===== src/rtl/mem_stage_ctrl.sv =====
`default_nettype none
// ============================================================================
// Module      : mem_stage_ctrl
// Description : MEM pipeline stage controller. Runs load/store accesses on a
//               req/gnt/rvalid data-memory handshake, stalls the front of the
//               pipeline until each access completes, and drives the MEM/WB
//               register. Non-memory instructions pass through in one cycle.
// Revision    : 1.0 - initial release
// ============================================================================
module mem_stage_ctrl #(
    parameter int PC_WIDTH       = 12,
    parameter int DATA_WIDTH     = 16,
    parameter int REGADDR_WIDTH  = 3,
    parameter int TIMEOUT_CYCLES = 16
) (
    input  logic                     clk,
    input  logic                     reset,
    // EX/MEM register
    input  logic                     mem_reg_write,
    input  logic                     mem_mem_read,
    input  logic                     mem_mem_write,
    input  logic [PC_WIDTH-1:0]      mem_pc,
    input  logic [DATA_WIDTH-1:0]    mem_alu_result,
    input  logic [DATA_WIDTH-1:0]    mem_write_data,
    input  logic [REGADDR_WIDTH-1:0] mem_rd,
    // data memory
    output logic                     dmem_req,
    output logic                     dmem_we,
    output logic [DATA_WIDTH-1:0]    dmem_addr,
    output logic [DATA_WIDTH-1:0]    dmem_wdata,
    input  logic                     dmem_gnt,
    input  logic                     dmem_rvalid,
    input  logic [DATA_WIDTH-1:0]    dmem_rdata,
    // pipeline control / status
    output logic                     stall,
    output logic                     dmem_err,
    // MEM/WB register
    output logic                     wb_reg_write,
    output logic                     wb_mem_to_reg,
    output logic [DATA_WIDTH-1:0]    wb_alu_result,
    output logic [DATA_WIDTH-1:0]    wb_read_data,
    output logic [REGADDR_WIDTH-1:0] wb_rd,
    output logic [PC_WIDTH-1:0]      wb_pc
);

    localparam int c_CNT_W = (TIMEOUT_CYCLES > 2) ? $clog2(TIMEOUT_CYCLES) : 1;
    localparam logic [c_CNT_W-1:0] c_CNT_MAX = c_CNT_W'(TIMEOUT_CYCLES - 1);

    typedef enum logic [1:0] {
        S_IDLE = 2'd0,
        S_REQ  = 2'd1,
        S_WAIT = 2'd2,
        S_DONE = 2'd3
    } state_t;

    state_t                r_state;
    logic [c_CNT_W-1:0]    r_cnt;
    logic [DATA_WIDTH-1:0] r_load_buf;
    logic                  w_op;
    logic                  w_timeout;

    assign w_op      = mem_mem_read | mem_mem_write;
    assign w_timeout = (r_cnt == c_CNT_MAX);

    // Memory interface: request follows the REQ state, payload comes straight
    // from EX/MEM. A read+write combination is issued as a store.
    assign dmem_req   = (r_state == S_REQ);
    assign dmem_we    = mem_mem_write;
    assign dmem_addr  = mem_alu_result;
    assign dmem_wdata = mem_write_data;

    // Hold the front of the pipeline while an access is being started or is
    // outstanding; released during reset so nothing upstream freezes.
    assign stall = ~reset & (((r_state == S_IDLE) & w_op) |
                             (r_state == S_REQ) | (r_state == S_WAIT));

    // Access FSM with timeout counter, load buffer and sticky error flag.
    always_ff @(posedge clk or posedge reset) begin
        if (reset) begin
            r_state    <= S_IDLE;
            r_cnt      <= '0;
            r_load_buf <= '0;
            dmem_err   <= 1'b0;
        end else begin
            case (r_state)
                S_IDLE: begin
                    if (w_op) begin
                        r_state <= S_REQ;
                        r_cnt   <= '0;
                    end
                end
                S_REQ: begin
                    if (dmem_gnt) begin
                        // stores (including read+write) need no read data
                        r_state <= mem_mem_write ? S_DONE : S_WAIT;
                        r_cnt   <= '0;
                    end else if (w_timeout) begin
                        r_state    <= S_DONE;
                        r_load_buf <= '0;
                        dmem_err   <= 1'b1;
                    end else begin
                        r_cnt <= r_cnt + c_CNT_W'(1);
                    end
                end
                S_WAIT: begin
                    if (dmem_rvalid) begin
                        r_state    <= S_DONE;
                        r_load_buf <= dmem_rdata;
                    end else if (w_timeout) begin
                        r_state    <= S_DONE;
                        r_load_buf <= '0;
                        dmem_err   <= 1'b1;
                    end else begin
                        r_cnt <= r_cnt + c_CNT_W'(1);
                    end
                end
                S_DONE: begin
                    r_state <= S_IDLE;
                end
                default: begin
                    r_state <= S_IDLE;
                end
            endcase
        end
    end

    // MEM/WB register: load when the stage is free, insert a bubble otherwise.
    always_ff @(posedge clk or posedge reset) begin
        if (reset) begin
            wb_reg_write  <= 1'b0;
            wb_mem_to_reg <= 1'b0;
            wb_alu_result <= '0;
            wb_read_data  <= '0;
            wb_rd         <= '0;
            wb_pc         <= '0;
        end else if (!stall) begin
            wb_reg_write  <= mem_reg_write;
            wb_mem_to_reg <= mem_mem_read & ~mem_mem_write;
            wb_alu_result <= mem_alu_result;
            wb_read_data  <= r_load_buf;
            wb_rd         <= mem_rd;
            wb_pc         <= mem_pc;
        end else begin
            wb_reg_write  <= 1'b0;
        end
    end

endmodule
`default_nettype wire


===== config.mk =====
export PLATFORM = sky130hd
export DESIGN_NAME = mem_stage_ctrl
export DESIGN_NICKNAME = d
export VERILOG_FILES = /design/src/rtl/mem_stage_ctrl.sv
export SDC_FILE = /design/constraint.sdc
export NUM_CORES = 1
export LEC_CHECK = 0
export BUFFER_PORTS_ARGS = -buffer_cell sky130_fd_sc_hd__buf_2
export CAP_MARGIN = 40
export CORE_ASPECT_RATIO = 0.75
export CORE_UTILIZATION = 49
export CTS_CLUSTER_DIAMETER = 40
export DETAILED_ROUTE_END_ITERATION = 6
export GPL_ROUTABILITY_DRIVEN = 0
export PLACE_DENSITY = 0.85
export SYNTH_ARGS = -nofsm -noshare
export SYNTH_HDL_FRONTEND = slang
export SYNTH_SLANG_ARGS = --single-unit

===== constraint.sdc =====
create_clock -name clk -period 3.21 [get_ports clk]
set_input_delay 0.1605 -clock clk [delete_from_list [all_inputs] [get_ports clk]]
set_output_delay 0.1605 -clock clk [all_outputs]
set_load 0.05 [all_outputs]

* Word-level counts from Yosys, hierarchy flattened
Index checks and enable logic that the tools add are counted.
Word-level totals: register bits after elaboration 72
Cells by class: $add $sub $neg 1, equality and inequality tests 7, multiplexer cells 20, bitwise logic cells 8, reduce and logical (&&, ||, !) cells 6
Operators with widths (count):
- $mux 16 | 3
- $pmux 16 s2 | 1
- $mux 4 | 4
- $pmux 4 s3 | 1
- $mux 2 | 4
- $pmux 2 s4 | 1
- $ne 2x2->1 const B | 3
- $reduce_and 3->1 | 2
- $mux 1 | 5
- $add 4x1->4 const B | 1
- $eq 2x2->1 const B | 2
- $eq 4x4->1 const B | 1
- $and 1x1->1 | 3
- $or 1x1->1 | 3
- $reduce_bool 3->1 | 1
- $eq 2x1->1 const B | 1
- $logic_not 2->1 | 1
- $not 1->1 | 2
- $pmux 1 s2 | 1
- $reduce_and 2->1 | 1
- $reduce_bool 2->1 | 1

* Longest topological paths before layout
depth after elaboration 6, depth in mapped cells 7, mapped depth without buffers 6

* Least setup slack after synthesis
Ideal clock, no wire load.
path type reg2reg, from register r_state[1], to register wb_pc[0], arrival 2.035 ns, data required time 3.082 ns, slack 1.048 ns, stages on the path, launching flop included 7, path buffers 1, path through dfrtp_1 > inv_1 > ha_1 > nor2_1 > a21oi_4 > buf_6 > mux2_1
On the way: elaborated cells on any way between the ends 7, classes of those cells eq/ne (2); bitwise (4); reduce/logical (1)
RTL lines:
- start: declaration | RTL line 56 | state_t r_state;
- start signal: assignment | RTL line 95 | r_state <= mem_mem_write ? S_DONE : S_WAIT;
- $eq 2x1->1
- named net dmem_req | RTL line 27 | output logic dmem_req,
- $or 1x1->1 | RTL line 74 | assign stall = ~reset & (((r_state == S_IDLE) & w_op) |
- $or 1x1->1 | RTL line 75 | (r_state == S_REQ) | (r_state == S_WAIT));
- $and 1x1->1 | RTL line 74
- named net stall | RTL line 35 | output logic stall,
- end signal: assignment | RTL line 142 | wb_pc <= mem_pc;
- end: declaration | RTL line 43 | output logic [PC_WIDTH-1:0] wb_pc
The timed path passes the listed nets, and every way through them passes these cells. A chain may end at the register's enable or synchronous reset.

* Worst setup path after layout
from register r_state[0], to output stall
On the way: word-level cells in the longest chain between the ends 5, elaborated cells on any way between the ends 7, classes of those cells eq/ne (2); bitwise (4); reduce/logical (1)
RTL lines (RTL line):
- $logic_not 2->1 | 74
- $and 1x1->1 | 74
- $or 1x1->1 | 74
- $or 1x1->1 * | 75
- $and 1x1->1 * | 74
- end: declaration | 35
Every way passes the cells marked *; elsewhere a longest branch is shown, timed or not.

==> results.toml <==
[run_status]
status = "complete, no violations"

[power]
p_total_uw = 4070
power.share.sequential_pct = 35.6
combPwrFrac_pct = 49.7
leakage_uw = 0.00186
clkPwrFrac_pct = 14.7
power_density_nw_per_um2 = 1080
p_sw_share_pct = 47.1
irDropWorstVdd_uv = 583
switchingPower_uw = 1920
p_int_uw = 2160

[synthesis]
yosysSeqAreaShare_pct = 57.1
synth.area.top_cells = "dfrtp_1, mux2_1, buf_4"
synthCells = 223
synth_top_area_share_pct = 57.1
yosysUniqueCellTypes = 34
synth.avg_cell_area_um2 = 14.2
synth_top_area_cell = "dfrtp_1"
synthFlopType = "dfrtp_1"
syn_area_um2 = 3160
synth-seq-cells = 72
syn_nets = 299
synthArstFlopShare_pct = 100
yosys_warnings = 0
synth_edf_count = 0

[global_route]
grt_use_total_pct = 19.9
grt_overflow = 0
grt_max_degree = 41
grt_pass1_wl_um = 9920
grt_pass1_vias = 2016
antenna_found_initial = 0

[timing]
worstMarginPinSlew_ns = 0.897
relSlewSlack_pct = 40.2
fin_crit_sh_pct = 79.5
post-route-min-period_ns = 2.55
max_clock_freq_ghz = 0.392
finClkSkew_ns = 0.00568
rsz0062_at_grt = "no"
tns_ns = 0
slew_viol_final = 0
hold_viol_final = 0
setup_viol = 0

[clocking]
clkTransAtPathRegs_ns = 0.07
ctsRootBufferMaster = "clkbuf_8"
ctsResizeCount = 0
cts.sinks = 72
numCtsBuffers = 9
htree_levels = 3
cts_tree = "done"
max-clock-path-buffers = 2
clock_latency_ns = 0.34

[critical_path]
critical_path_class = "reg -> out"
rr_startpoint = "r_state[0]$_DFFE_PP0N_"
start_kind = "register"
worst-path-max-fanout = 40
critPathRequiredTime_ns = 3.05
end_kind = "primary output"
worstReg2RegEnd = "wb_alu_result[15]$_DFFE_PP0N_"
r2r_cells = 6
cp-startpoint = "r_state[0]$_DFFE_PP0N_"
crit_end = "stall"
reg2reg_slack_ns = 0.99
critical_path_arrival_ns = 2.39

[detailed_routing]
dr.pass1.iters = 4
drc_errors = 0
via_per_inst = 5.23
antenna_left = 0
drt-total-wl_um = 6280
wire_per_inst_um = 15.6
drtIter0Drc = 73
vias = 2107

[job]
maxCapViolCount = 0

[floorplan]
die_width_um = 94.7
num_rows = 24
ios = 155
fp.dieH_um = 71.5
dieArea_um2 = 6770
initial_core_util_pct = 52.5
core_area_um2 = 6010

[final_layout]
layout.nets = 397
num_antenna_cells = 0
drive_gt1_share_pct = 49.5
area_growth_pct = 19.4
fillCellCount = 475
multi_input_area_um2 = 1030
layout_commonest_cell = "buf_2"
final_cell_mix = "buf_2, dfrtp_1, mux2_1"
top_regs = "r_load_buf (16), wb_alu_result (16), wb_read_data (16)"
seqCellArea_um2 = 1800

[placed_design]
numPortBuffers = 122
dpl.hpwl_um = 4480

[hold_path]
hold_path.class = "in -> reg"
holdCritStartpoint = "mem_pc[9]"
[power groups by stage]
stage          registers (uW)  clock network, uW  logic, uW
4_1_cts                  1450                627       2040
3_3_place_gp             1450                  0       1990
5_1_grt                  1500                676       2130
3_5_place_dp             1470                  0       2040
6_report                 1450                599       2020
2_1_floorplan            2290                  0        834
[worst min-delay path by stage]
stage | end | slack [ns] | cells past startpoint
floorplan | wb_pc[0]$_DFFE_PP0N_ | 0.29 | 1
global placement | wb_pc[1]$_DFFE_PP0N_ | 0.24 | 2
detailed placement | wb_pc[1]$_DFFE_PP0N_ | 0.23 | 2
CTS | wb_pc[9]$_DFFE_PP0N_ | 0.004 | 2
global route | wb_pc[7]$_DFFE_PP0N_ | 0.004 | 2
finish | wb_pc[9]$_DFFE_PP0N_ | 0.03 | 2
[metal layers]
metal,track usage [%],routed length [um]
met1,23.9,2550
met5,0,0
met4,5.22,70
met2,32.2,3030
met3,9.45,619
[what timing repair did]
action | in CTS | in global routing
setup buffers | 0 | 0
hold buffers | 1 | 1
endpoints found under the hold margin | 20 | 1
[area by class of cell]
cell class	instances	share of cell area, %
flip-flops and latches	72	47.8
multi-input cells	108	27.3
repair buffers	127	17.7
clock buffers	10	3.39
well taps	78	2.59
clock inverters	5	0.930
inverters	3	0.299
[critical path, cell delays in order (launching register included)]
cell,delay [ns]
dfrtp_1,0.41
inv_1,0.12
ha_1,0.31
nor2_1,0.15
a21oi_4,0.43
buf_12,0.29
buf_2,0.31
[metrics by stage]
step	setup WS (ns)	instance area [um^2]	instances	util [%]	hold slack, ns
after global placement	1.12	3590	386	59.7	0.238
final	0.657	3770	403	62.7	0.0261
after CTS	0.635	3760	402	62.6	0.00381
after floorplan	1.05	3160	223	-	0.292
after detailed placement	1.00	3590	386	59.7	0.233
after global routing	0.493	3770	403	62.7	0.00434
[kinds of logic after synthesis]
| logic type | Yosys count | share of synthesized area [%] |
|---|---|---|
| multiplexers | 48 | 17.1 |
| adder cells (fa/ha/maj) | 6 | 2.38 |
| flip-flops | 72 | 57.1 |
| AND/OR/NAND/NOR | 18 | 3.65 |
| AO/OA/AOI/OAI | 36 | 9.36 |
| buffers and inverters | 43 | 10.4 |
[Yosys cell counts (2+ instances only)]
cell type and instances:
mux2_1 36, a22o_1 16, nor2b_1 2, a21oi_1 6, dfrtp_1 72, ha_1 6, nand2_1 4, buf_6 5
inv_1 3, mux2_2 12, buf_4 34, nor2_1 3, o21ai_0 3
Power figures use the tool's default switching activity.
